$ cat src/rtl/iob_fifo_read_ptr_ctrl.sv
// ----------------------------------------------------------------------------
// iob_fifo_read_ptr_ctrl
//
// Read-side pointer controller of the dual-clock FIFO. Synchronizes the write
// domain Gray pointer into the read clock domain, converts it to binary and
// keeps the binary and Gray read pointers. Drives the RAM read port, the empty
// flag and the fill level, and returns the registered Gray read pointer to the
// write domain.
//
// Ports:
//   clk_i       read-domain clock, rising edge
//   cke_i       clock enable; 0 freezes every register
//   arst_n_i    asynchronous reset, active-low
//   rst_i       synchronous soft reset, active-high, gated by cke_i
//   r_en_i      pop request
//   w_gray_i    write pointer in Gray code (asynchronous to clk_i)
//   r_gray_o    registered Gray read pointer for the write domain
//   r_addr_o    RAM read address
//   r_mem_en_o  RAM read enable (accepted pop)
//   r_empty_o   FIFO empty flag
//   r_level_o   number of entries available, 0 .. 2**ADDR_W
// ----------------------------------------------------------------------------
module iob_fifo_read_ptr_ctrl #(
    parameter int unsigned ADDR_W      = 4,
    parameter int unsigned SYNC_STAGES = 2
) (
    input  logic              clk_i,
    input  logic              cke_i,
    input  logic              arst_n_i,
    input  logic              rst_i,
    input  logic              r_en_i,
    input  logic [ADDR_W:0]   w_gray_i,
    output logic [ADDR_W:0]   r_gray_o,
    output logic [ADDR_W-1:0] r_addr_o,
    output logic              r_mem_en_o,
    output logic              r_empty_o,
    output logic [ADDR_W:0]   r_level_o
);

    localparam int unsigned PtrW = ADDR_W + 1;

    // Stage 0 samples w_gray_i; stage SYNC_STAGES-1 is the synchronized value.
    logic [SYNC_STAGES-1:0][ADDR_W:0] sync_q;
    logic [ADDR_W:0]                  rptr_bin_q;
    logic [ADDR_W:0]                  r_gray_q;

    logic [ADDR_W:0] w_gray_s;
    logic [ADDR_W:0] w_bin_s;
    logic [ADDR_W:0] rptr_inc;
    logic [ADDR_W:0] rgray_inc;
    logic            empty;
    logic            pop;

    assign w_gray_s = sync_q[SYNC_STAGES-1];

    // Binary bit i is the XOR of all Gray bits from i up to the MSB.
    always_comb begin
        w_bin_s = '0;
        for (int i = 0; i < PtrW; i++) begin
            w_bin_s[i] = ^(w_gray_s >> i);
        end
    end

    assign rptr_inc  = rptr_bin_q + {{ADDR_W{1'b0}}, 1'b1};
    assign rgray_inc = rptr_inc ^ (rptr_inc >> 1);

    assign empty = (r_gray_q == w_gray_s);
    assign pop   = r_en_i & ~empty & cke_i;

    always_ff @(posedge clk_i or negedge arst_n_i) begin
        if (!arst_n_i) begin
            sync_q     <= '0;
            rptr_bin_q <= '0;
            r_gray_q   <= '0;
        end else if (cke_i) begin
            if (rst_i) begin
                // Soft reset wins over a pop issued in the same cycle.
                sync_q     <= '0;
                rptr_bin_q <= '0;
                r_gray_q   <= '0;
            end else begin
                if (SYNC_STAGES > 1) begin
                    sync_q <= {sync_q[SYNC_STAGES-2:0], w_gray_i};
                end else begin
                    sync_q <= w_gray_i;
                end
                if (pop) begin
                    rptr_bin_q <= rptr_inc;
                    r_gray_q   <= rgray_inc;
                end
            end
        end
    end

    assign r_gray_o   = r_gray_q;
    assign r_addr_o   = rptr_bin_q[ADDR_W-1:0];
    assign r_mem_en_o = pop;
    assign r_empty_o  = empty;
    assign r_level_o  = w_bin_s - rptr_bin_q;

endmodule
$ cat config.mk
export PLATFORM = sky130hd
export DESIGN_NAME = iob_fifo_read_ptr_ctrl
export DESIGN_NICKNAME = d
export VERILOG_FILES = /design/src/rtl/iob_fifo_read_ptr_ctrl.sv
export SDC_FILE = /design/constraint.sdc
export NUM_CORES = 1
export LEC_CHECK = 0
export ABC_AREA = 1
export ABC_CLOCK_PERIOD_IN_PS = 2200
export BUFFER_PORTS_ARGS = -buffer_cell sky130_fd_sc_hd__buf_2
export CAP_MARGIN = 20
export CORE_MARGIN = 2
export CORE_UTILIZATION = 35
export DETAILED_ROUTE_END_ITERATION = 7
export PLACE_DENSITY_LB_ADDON = 0.1
export RECOVER_POWER = 100
export SYNTH_ARGS = -nofsm -noshare
export SYNTH_HDL_FRONTEND = slang
export SYNTH_SLANG_ARGS = --single-unit
export TNS_END_PERCENT = 30
$ cat constraint.sdc
create_clock -name clk_i -period 2.2 [get_ports clk_i]
set_input_delay 0.11 -clock clk_i [delete_from_list [all_inputs] [get_ports clk_i]]
set_output_delay 0.11 -clock clk_i [all_outputs]
set_load 0.01 [all_outputs]
==> run_summary.xml, run 1 <==
<?xml version="1.0" encoding="UTF-8"?>
<metrics>
  <group name="critical_path">
    <metric name="endpoint_kind" unit="">output pin</metric>
    <metric name="timing.rr.start" unit="">rptr_bin_q[0]$_DFFE_PN0P_</metric>
    <metric name="critical_path.cell_chain" unit="">xor2_2 -&gt; xor2_2 -&gt; buf_4 -&gt; buf_6 -&gt; xor2_2 -&gt; fa_2 -&gt; o21ai_2 -&gt; xor2_1 -&gt; buf_2</metric>
    <metric name="worst-path-max-fanout" unit="">3</metric>
    <metric name="cpPeakStageDelay" unit="ns">0.43</metric>
    <metric name="critPathKind" unit="">flip-flop to output pin</metric>
    <metric name="r2r_setup_slack" unit="ns">0.57</metric>
    <metric name="ff2ff_path_depth" unit="">8</metric>
    <metric name="path_common_cell" unit="">sky130_fd_sc_hd__xor2_2</metric>
    <metric name="crit-reg2reg-capture" unit="">r_gray_o[2]$_DFFE_PN0P_</metric>
    <metric name="arrival_time_of_the_worst_setup_path" unit="ns">2.31</metric>
    <metric name="timing.critical_path.slowest_stage_cell" unit="">sky130_fd_sc_hd__dfrtp_1</metric>
    <metric name="cp_top_family" unit="">XOR/XNOR gates</metric>
    <metric name="timing.critical_path.from_type" unit="">flip-flop</metric>
    <metric name="timing.critical_path.required" unit="ns">2.09</metric>
    <metric name="timing.critical_path.buf_inv" unit="">3</metric>
  </group>
  <group name="synth">
    <metric name="post_synth_inst_count" unit="">161</metric>
    <metric name="dominant_combinational_cell_family_by_area_after_synthesis" unit="">simple AND/OR/NAND/NOR gates</metric>
    <metric name="synth_xor_xnor_area_share" unit="">0.09746</metric>
    <metric name="netlist_area" unit="um^2">1232</metric>
    <metric name="synth-seq-cells" unit="">19</metric>
    <metric name="sequential_fraction_of_the_synthesis_area" unit="">0.3858</metric>
    <metric name="synth_fa_ha_area_frac" unit="">0.06701</metric>
    <metric name="post_synth.cell_area_avg" unit="um^2">7.655</metric>
    <metric name="synth-compound-area-share" unit="">0.07716</metric>
    <metric name="yosys.area_share.simple" unit="">0.2832</metric>
    <metric name="synth.net_count" unit="">177</metric>
    <metric name="synth.area.mux_share" unit="">0</metric>
    <metric name="synth.yosys.warnings" unit="">0</metric>
    <metric name="synthDistinctLibCells" unit="">20</metric>
  </group>
  <group name="die">
    <metric name="core-area" unit="um^2">3363</metric>
    <metric name="start_util" unit="">0.3664</metric>
    <metric name="die_x" unit="um">63.34</metric>
    <metric name="fp.dieH" unit="um">63.34</metric>
    <metric name="floorplan.die_area" unit="um^2">4012</metric>
    <metric name="core.rowCount" unit="">21</metric>
    <metric name="top_level_ports" unit="">26</metric>
  </group>
  <group name="detailed_routing">
    <metric name="met1Wirelength" unit="um">1412</metric>
    <metric name="drt.antenna.violating_nets" unit="">0</metric>
    <metric name="drt_iter0_markers" unit="">62</metric>
    <metric name="via_per_inst" unit="">4.679</metric>
    <metric name="finalWirelength" unit="um">2892</metric>
    <metric name="route.met2.wl" unit="um">1356</metric>
    <metric name="num_vias" unit="">1137</metric>
    <metric name="route.detailed.wl_per_inst" unit="um">11.90</metric>
    <metric name="met3RoutedLength" unit="um">78</metric>
    <metric name="topRoutingLayerUsed" unit="">met4</metric>
    <metric name="dr.pass1.iters" unit="">4</metric>
    <metric name="detail_route.drc_violations" unit="">0</metric>
  </group>
  <group name="placement">
    <metric name="placement.setup.worst_slack" unit="ns">-0.09833</metric>
    <metric name="finalWeightedCongestion" unit="">0.8206</metric>
    <metric name="hpwl" unit="um">2155</metric>
    <metric name="port-buffer-count" unit="">25</metric>
  </group>
  <group name="sta">
    <metric name="setup_total_negative_slack" unit="ns">-0.6902</metric>
    <metric name="skew" unit="ns">0.005153</metric>
    <metric name="timing_hold_violations_final" unit="">0</metric>
    <metric name="final_setup_violation_count" unit="">4</metric>
    <metric name="period_needed" unit="ns">2.421</metric>
    <metric name="rsz0062_at_grt" unit="">true</metric>
    <metric name="slew_headroom" unit="">0.2896</metric>
    <metric name="min_period_over_period" unit="">1.100</metric>
    <metric name="postLayoutSetupSlackWorst" unit="ns">-0.2206</metric>
    <metric name="timing_max_transition_violations_final" unit="">0</metric>
    <metric name="max_clock_freq" unit="MHz">413.1</metric>
    <metric name="worstMarginPinSlew" unit="ns">1.066</metric>
  </group>
  <group name="clocking">
    <metric name="cts_max_level" unit="">1</metric>
    <metric name="cts_sinks" unit="">19</metric>
    <metric name="numCtsBuffers" unit="">3</metric>
    <metric name="cts_root_buffer" unit="">sky130_fd_sc_hd__clkbuf_4</metric>
    <metric name="cts_buffer_depth" unit="">2</metric>
    <metric name="clk_lat_worst_skew" unit="ns">0.30</metric>
    <metric name="worst_setup_hold_path_clk_slew" unit="ns">0.12</metric>
    <metric name="cts_tree" unit="">built</metric>
  </group>
  <group name="status">
    <metric name="outcome" unit="">complete, but fails checks</metric>
    <metric name="failed_checks" unit="">negative setup slack</metric>
  </group>
  <group name="finish">
    <metric name="antennaDiodeCount" unit="">0</metric>
    <metric name="drive_gt1_frac" unit="">0.2589</metric>
    <metric name="nNetsFinal" unit="">214</metric>
    <metric name="area_growth" unit="%">25.99</metric>
  </group>
  <group name="global_routing">
    <metric name="grt_max_degree" unit="">20</metric>
    <metric name="overflow" unit="">0</metric>
    <metric name="grt_antenna_before_repair" unit="">0</metric>
    <metric name="grt_pass1_vias" unit="">1109</metric>
    <metric name="groute.usage.overall" unit="">0.1559</metric>
    <metric name="global_route_wire_length_before_repair" unit="um">4968</metric>
  </group>
  <group name="power_and_ir_drop">
    <metric name="worst_ir_drop_vdd" unit="mV">0.3207</metric>
    <metric name="pwr_total" unit="W">0.001138</metric>
    <metric name="power-per-cell-area" unit="nW/um^2">733.1</metric>
    <metric name="leakagePower" unit="nW">0.8240</metric>
  </group>
  <group name="min_path">
    <metric name="holdPathStages" unit="">3</metric>
    <metric name="min_from" unit="">w_gray_i[4]</metric>
    <metric name="hold_path.class" unit="">input port to flip-flop</metric>
    <metric name="whs_endpoint" unit="">sync_q[4]$_DFFE_PN0P_</metric>
  </group>
  <group name="run">
    <metric name="max_cap_violations" unit="">0</metric>
  </group>
</metrics>
-- per-stage QoR --
stage,util,std cells,hold WS (ns),cell area (um^2)
2_1_floorplan,-,161,-0.1856,1232
3_3_place_gp,0.4315,235,0.08011,1451
5_1_grt,0.4617,243,0.03172,1553
6_report,0.4617,243,0.03610,1553
4_1_cts,0.4613,242,0.02814,1551
3_5_place_dp,0.4315,235,0.08518,1451
-- registers in the layout, indices dropped and copies added (netlist names) --
name and count:
rptr_bin_q 5, sync_q 5, w_gray_s 5, r_gray_o 4
-- final cells by class --
type | instances | area [um^2]
multi-input cells | 113 | 684.4
repair buffers | 36 | 211.5
flip-flops and latches | 19 | 475.5
well taps | 46 | 57.56
inverters | 25 | 93.84
fillers | 381 | 1810
clock buffers | 3 | 22.52
clock inverters | 1 | 7.507
-- worst max path at each step --
stage,from,endpoint,slack [ns],cells after the start
2_1_floorplan,w_gray_s[3]$_DFFE_PN0P_,r_level_o[4],0.04,9
3_3_place_gp,w_gray_s[3]$_DFFE_PN0P_,r_level_o[4],0.01,10
3_5_place_dp,w_gray_s[3]$_DFFE_PN0P_,r_level_o[4],-0.1,10
4_1_cts,w_gray_s[4]$_DFFE_PN0P_,r_level_o[4],-0.24,9
5_1_grt,w_gray_s[3]$_DFFE_PN0P_,r_level_o[4],-0.36,10
6_report,w_gray_s[3]$_DFFE_PN0P_,r_level_o[4],-0.22,9
-- tightest hold or removal path: stages --
cell,delay [ns]
sky130_fd_sc_hd__buf_2,0.08
sky130_fd_sc_hd__nand3_1,0.06
sky130_fd_sc_hd__o21ai_0,0.06
-- cell families after synthesis --
family / count (synthesis)
buffers and inverters: 29
DFF: 19
xor gates and xnor gates: 12
AOI/OAI and AO/OA: 15
adders and majority gates: 6
and+or+nand+nor: 80
-- routing by layer --
layer | GRT usage | vias to the layer above
met5 | 0 | -
met4 | 0.05163 | 0
met3 | 0.01607 | 4
met2 | 0.2447 | 17
met1 | 0.2242 | 533
li1 | - | 583
-- synth_stat cells (all sizes together) --
library cell / count / area share
nand3: 23 / 0.093
inv: 25 / 0.076
fa: 1 / 0.016
o22ai: 5 / 0.025
nor2: 5 / 0.019
o21ai: 7 / 0.028
xnor2: 5 / 0.036
nand2: 48 / 0.15
dfrtp: 19 / 0.39
ha: 5 / 0.051
clkbuf: 3 / 0.0091
xor2: 7 / 0.062
nand4: 4 / 0.020
o21bai: 1 / 0.015
buf: 1 / 0.0041
a21oi: 2 / 0.0081
-- cell usage in the layout, fill, tap and decap left out, drive strengths merged, types with 2 or more instances in the layout --
| master | n |
|---|---|
| a21oi | 2 |
| xor2 | 7 |
| buf | 32 |
| ha | 5 |
| nor2 | 5 |
| nand2 | 48 |
| dfrtp | 19 |
| o21ai | 7 |
| inv | 25 |
| clkbuf | 6 |
| o22ai | 5 |
| xnor2 | 5 |
| nand4 | 4 |
| nand3 | 23 |
-- power breakdown --
group | switching, W | total (W) | internal (W)
Sequential | 0.0000442 | 0.000423 | 0.000379
Clock | 0.000116 | 0.000185 | 0.0000690
Combinational | 0.000285 | 0.000530 | 0.000244
-- what timing repair did --
| item | 4_1_cts | 5_1_grt |
|---|---|---|
| endpoints found under the setup margin | 4 | 4 |
| setup buffers | 2 | 1 |
| hold buffers | 1 | 0 |
| pin swaps | 5 | 4 |
| resized for setup | 12 | 0 |
| endpoints found under the hold margin | 19 | 0 |
(Power assumes the default switching activity.)
==> inputs of run 2 (changes only) <==
ABC_AREA = unset   (was 1)
==> run 2 against run 1 <==
Effect of this change: the run still ends with negative setup slack left; fmax fell by 6.9%; sequential cell count is the same; sequential power is 19% higher; critical path depth increased by 2; combinational power grew 58%; final cell count decreased by 14%; core utilization decreased by 1.4 points; worst setup slack worse by 0.18 ns; critical path type unchanged.
==> run_summary.xml, run 2 <==
<?xml version="1.0" encoding="UTF-8"?>
<metrics>
  <group name="die">
    <metric name="start_util" unit="">0.3598</metric>
    <metric name="fp.dieH" unit="um">62.34</metric>
    <metric name="core.rowCount" unit="">21</metric>
    <metric name="die_x" unit="um">62.34</metric>
    <metric name="floorplan.die_area" unit="um^2">3886</metric>
    <metric name="core-area" unit="um^2">3311</metric>
    <metric name="top_level_ports" unit="">26</metric>
  </group>
  <group name="synth">
    <metric name="post_synth.cell_area_avg" unit="um^2">9.234</metric>
    <metric name="netlist.top_cell.by_area" unit="">sky130_fd_sc_hd__dfrtp_1</metric>
    <metric name="post_synth_inst_count" unit="">129</metric>
    <metric name="sequential_fraction_of_the_synthesis_area" unit="">0.3992</metric>
    <metric name="synth_enable_flop_cells" unit="">0</metric>
    <metric name="top_count_cell_post_synth" unit="">sky130_fd_sc_hd__dfrtp_1</metric>
    <metric name="yosys-top-cells-count" unit="">sky130_fd_sc_hd__dfrtp_1, sky130_fd_sc_hd__inv_1, sky130_fd_sc_hd__xor2_1</metric>
    <metric name="most_area_consuming_cells_after_synthesis" unit="">sky130_fd_sc_hd__dfrtp_1, sky130_fd_sc_hd__xor2_1, sky130_fd_sc_hd__ha_1, sky130_fd_sc_hd__inv_1, sky130_fd_sc_hd__xnor2_1</metric>
    <metric name="synth-seq-cells" unit="">19</metric>
    <metric name="synthDistinctLibCells" unit="">34</metric>
    <metric name="netlist_area" unit="um^2">1191</metric>
    <metric name="synth.net_count" unit="">145</metric>
    <metric name="async_flop_share" unit="">1.000</metric>
    <metric name="synth.yosys.warnings" unit="">0</metric>
    <metric name="synthDominantCellAreaShare" unit="">0.3992</metric>
    <metric name="postSynth.topFlopCell" unit="">sky130_fd_sc_hd__dfrtp_1</metric>
  </group>
  <group name="clocking">
    <metric name="cts_buffer_depth" unit="">2</metric>
    <metric name="cts_max_level" unit="">1</metric>
    <metric name="numCtsBuffers" unit="">3</metric>
    <metric name="cts_sinks" unit="">19</metric>
    <metric name="worst_setup_hold_path_clk_slew" unit="ns">0.11</metric>
    <metric name="cts_root_buffer" unit="">sky130_fd_sc_hd__clkbuf_4</metric>
    <metric name="cts_tree" unit="">built</metric>
    <metric name="clk_lat_worst_skew" unit="ns">0.30</metric>
  </group>
  <group name="sta">
    <metric name="max_clock_freq" unit="MHz">384.6</metric>
    <metric name="postLayoutSetupSlackWorst" unit="ns">-0.4002</metric>
    <metric name="skew" unit="ns">0.005873</metric>
    <metric name="min_period_over_period" unit="">1.182</metric>
    <metric name="slew_headroom" unit="">0.3016</metric>
    <metric name="rsz0062_at_grt" unit="">true</metric>
    <metric name="worstMarginPinSlew" unit="ns">1.048</metric>
    <metric name="final_setup_violation_count" unit="">4</metric>
    <metric name="timing_max_transition_violations_final" unit="">0</metric>
    <metric name="period_needed" unit="ns">2.600</metric>
    <metric name="timing_hold_violations_final" unit="">0</metric>
  </group>
  <group name="critical_path">
    <metric name="timing.critical_path.from_type" unit="">flip-flop</metric>
    <metric name="cp_top_family" unit="">XOR/XNOR gates</metric>
    <metric name="endpoint_kind" unit="">output pin</metric>
    <metric name="arrival_time_of_the_worst_setup_path" unit="ns">2.49</metric>
    <metric name="critical_path.cell_chain" unit="">xor2_2 -&gt; xnor2_2 -&gt; xor2_2 -&gt; xor2_1 -&gt; ha_2 -&gt; fa_2 -&gt; inv_1 -&gt; a21o_1 -&gt; a21oi_2 -&gt; xor2_2 -&gt; buf_2</metric>
    <metric name="cpPeakStageDelay" unit="ns">0.42</metric>
    <metric name="timing.critical_path.slowest_stage_cell" unit="">sky130_fd_sc_hd__dfrtp_1</metric>
    <metric name="timing.critical_path.required" unit="ns">2.09</metric>
    <metric name="critical_path_cell_count" unit="">11</metric>
    <metric name="worst-path-max-fanout" unit="">2</metric>
    <metric name="timing.critical_path.buf_inv" unit="">2</metric>
    <metric name="critPathKind" unit="">flip-flop to output pin</metric>
    <metric name="path_common_cell" unit="">sky130_fd_sc_hd__xor2_2</metric>
    <metric name="ff2ff_path_depth" unit="">7</metric>
  </group>
  <group name="finish">
    <metric name="fillerInstances" unit="">369</metric>
    <metric name="antennaDiodeCount" unit="">0</metric>
    <metric name="area_growth" unit="%">24.37</metric>
    <metric name="layout.core_utilization" unit="">0.4475</metric>
    <metric name="layout.cells.most_common" unit="">sky130_fd_sc_hd__dfrtp_1</metric>
    <metric name="mostFrequentLayoutCells" unit="">sky130_fd_sc_hd__dfrtp_1, sky130_fd_sc_hd__inv_1, sky130_fd_sc_hd__clkbuf_1</metric>
    <metric name="post_layout_cell_count" unit="">208</metric>
    <metric name="drive_gt1_frac" unit="">0.2160</metric>
    <metric name="nNetsFinal" unit="">179</metric>
  </group>
  <group name="detailed_routing">
    <metric name="detail_route.drc_violations" unit="">0</metric>
    <metric name="dr.pass1.iters" unit="">4</metric>
    <metric name="drt_iter0_markers" unit="">32</metric>
    <metric name="via_per_inst" unit="">4.957</metric>
    <metric name="num_vias" unit="">1031</metric>
    <metric name="finalWirelength" unit="um">2790</metric>
    <metric name="drt.antenna.violating_nets" unit="">0</metric>
    <metric name="route.detailed.wl_per_inst" unit="um">13.41</metric>
  </group>
  <group name="status">
    <metric name="outcome" unit="">complete, but fails checks</metric>
    <metric name="failed_checks" unit="">negative setup slack</metric>
  </group>
  <group name="min_path">
    <metric name="holdPathStages" unit="">3</metric>
    <metric name="hold_path.class" unit="">input port to flip-flop</metric>
  </group>
  <group name="placement">
    <metric name="port-buffer-count" unit="">25</metric>
    <metric name="place_inst" unit="">202</metric>
    <metric name="finalWeightedCongestion" unit="">0.8202</metric>
    <metric name="hpwl" unit="um">2050</metric>
  </group>
  <group name="global_routing">
    <metric name="grt_antenna_before_repair" unit="">0</metric>
    <metric name="grt_pass1_vias" unit="">1051</metric>
    <metric name="overflow" unit="">0</metric>
    <metric name="grt_max_degree" unit="">22</metric>
    <metric name="global_route_wire_length_before_repair" unit="um">5002</metric>
    <metric name="groute.usage.overall" unit="">0.1595</metric>
  </group>
  <group name="power_and_ir_drop">
    <metric name="power-per-cell-area" unit="nW/um^2">1028</metric>
    <metric name="worst_ir_drop_vdd" unit="mV">0.3293</metric>
    <metric name="leakagePower" unit="nW">0.7073</metric>
  </group>
  <group name="run">
    <metric name="max_cap_violations" unit="">0</metric>
  </group>
</metrics>
## run 2: cell types whose count changed after synthesis, sizes merged, moves of 3 or more
cell	change
xor2	+4
nor2	-3
o31ai	+3
o211ai	+3
nand2	-40
nand3	-17
a22oi	+3
o2bb2ai	+3
o22ai	-3
nor2b	+3
inv	-9
a21oi	+4
clkbuf	+3
## run 2: metal layers
metal,share of wire,up-vias,track usage
met4,0.0057,0,0.04167
met3,0.036,2,0.02717
met2,0.49,22,0.2649
li1,-,512,-
met5,0,-,0
met1,0.47,495,0.2161
## run 2: power by group
| group | internal [W] | switching, W | leakage, nW | total, W |
|---|---|---|---|---|
| combinational | 0.000391 | 0.000445 | 0.439 | 0.000836 |
| sequential | 0.000410 | 0.0000941 | 0.254 | 0.000504 |
| clock | 0.0000706 | 0.000111 | 0.0150 | 0.000182 |
## run 2: timing repair
action,4_1_cts,5_1_grt
setup endpoints to repair,4,5
hold endpoints to repair,19,0
setup buffers,1,0
resized for setup,3,1
pin swaps,7,0
hold buffers,1,0
## run 2: layout make-up
type                       count  area (um^2)  area share
sequential                    19        475.5      0.3209
clock buffer                   4        26.28     0.01774
multi-input combinational     87        670.6      0.4527
inverter                      16        60.06     0.04054
timing repair buffer          36        191.4      0.1292
tap                           46        57.56     0.03885
## run 2: worst paths after layout
check                                             start  slack, ns                      end
worst max register to register  w_gray_s[3]$_DFFE_PN0P_       0.17  r_gray_o[2]$_DFFE_PN0P_
worst min register to register    sync_q[3]$_DFFE_PN0P_       0.53  w_gray_s[3]$_DFFE_PN0P_
min in group asynchronous                      arst_n_i       0.50  w_gray_s[1]$_DFFE_PN0P_
max in group asynchronous                      arst_n_i       1.07    sync_q[3]$_DFFE_PN0P_
worst min-delay path                        w_gray_i[4]       0.04    sync_q[4]$_DFFE_PN0P_
worst max-delay path            w_gray_s[3]$_DFFE_PN0P_      -0.40             r_level_o[4]
## run 2: metrics by stage
stage	setup TNS (ns)	total power (W)	setup WS (ns)	hold WS, ns	area [um^2]
2_1_floorplan	-0.1181	0.001051	-0.1181	-0.1856	1207
3_3_place_gp	-0.1120	0.001345	-0.1077	0.08548	1430
3_5_place_dp	-0.2764	0.001354	-0.1684	0.08777	1430
4_1_cts	-1.331	0.001563	-0.4676	0.02748	1493
5_1_grt	-1.771	0.001659	-0.6146	0.04225	1481
6_report	-1.079	0.001522	-0.4002	0.03912	1481
## run 2: kinds of logic after synthesis
kind of cell | Yosys count | synth area share
compound gates | 37 | 0.2143
fa+ha+maj | 6 | 0.06933
xor+xnor | 17 | 0.1250
mux | 1 | 0.008404
flops | 19 | 0.3992
simple gates | 26 | 0.1103
buf+inv | 23 | 0.07353
## run 2: tightest hold or removal path: cells and delay by family
family / cells / cell delay (ns)
buffers and inverters: 1 / 0.07
AOI/OAI and AO/OA: 1 / 0.06
and+or+nand+nor: 1 / 0.06
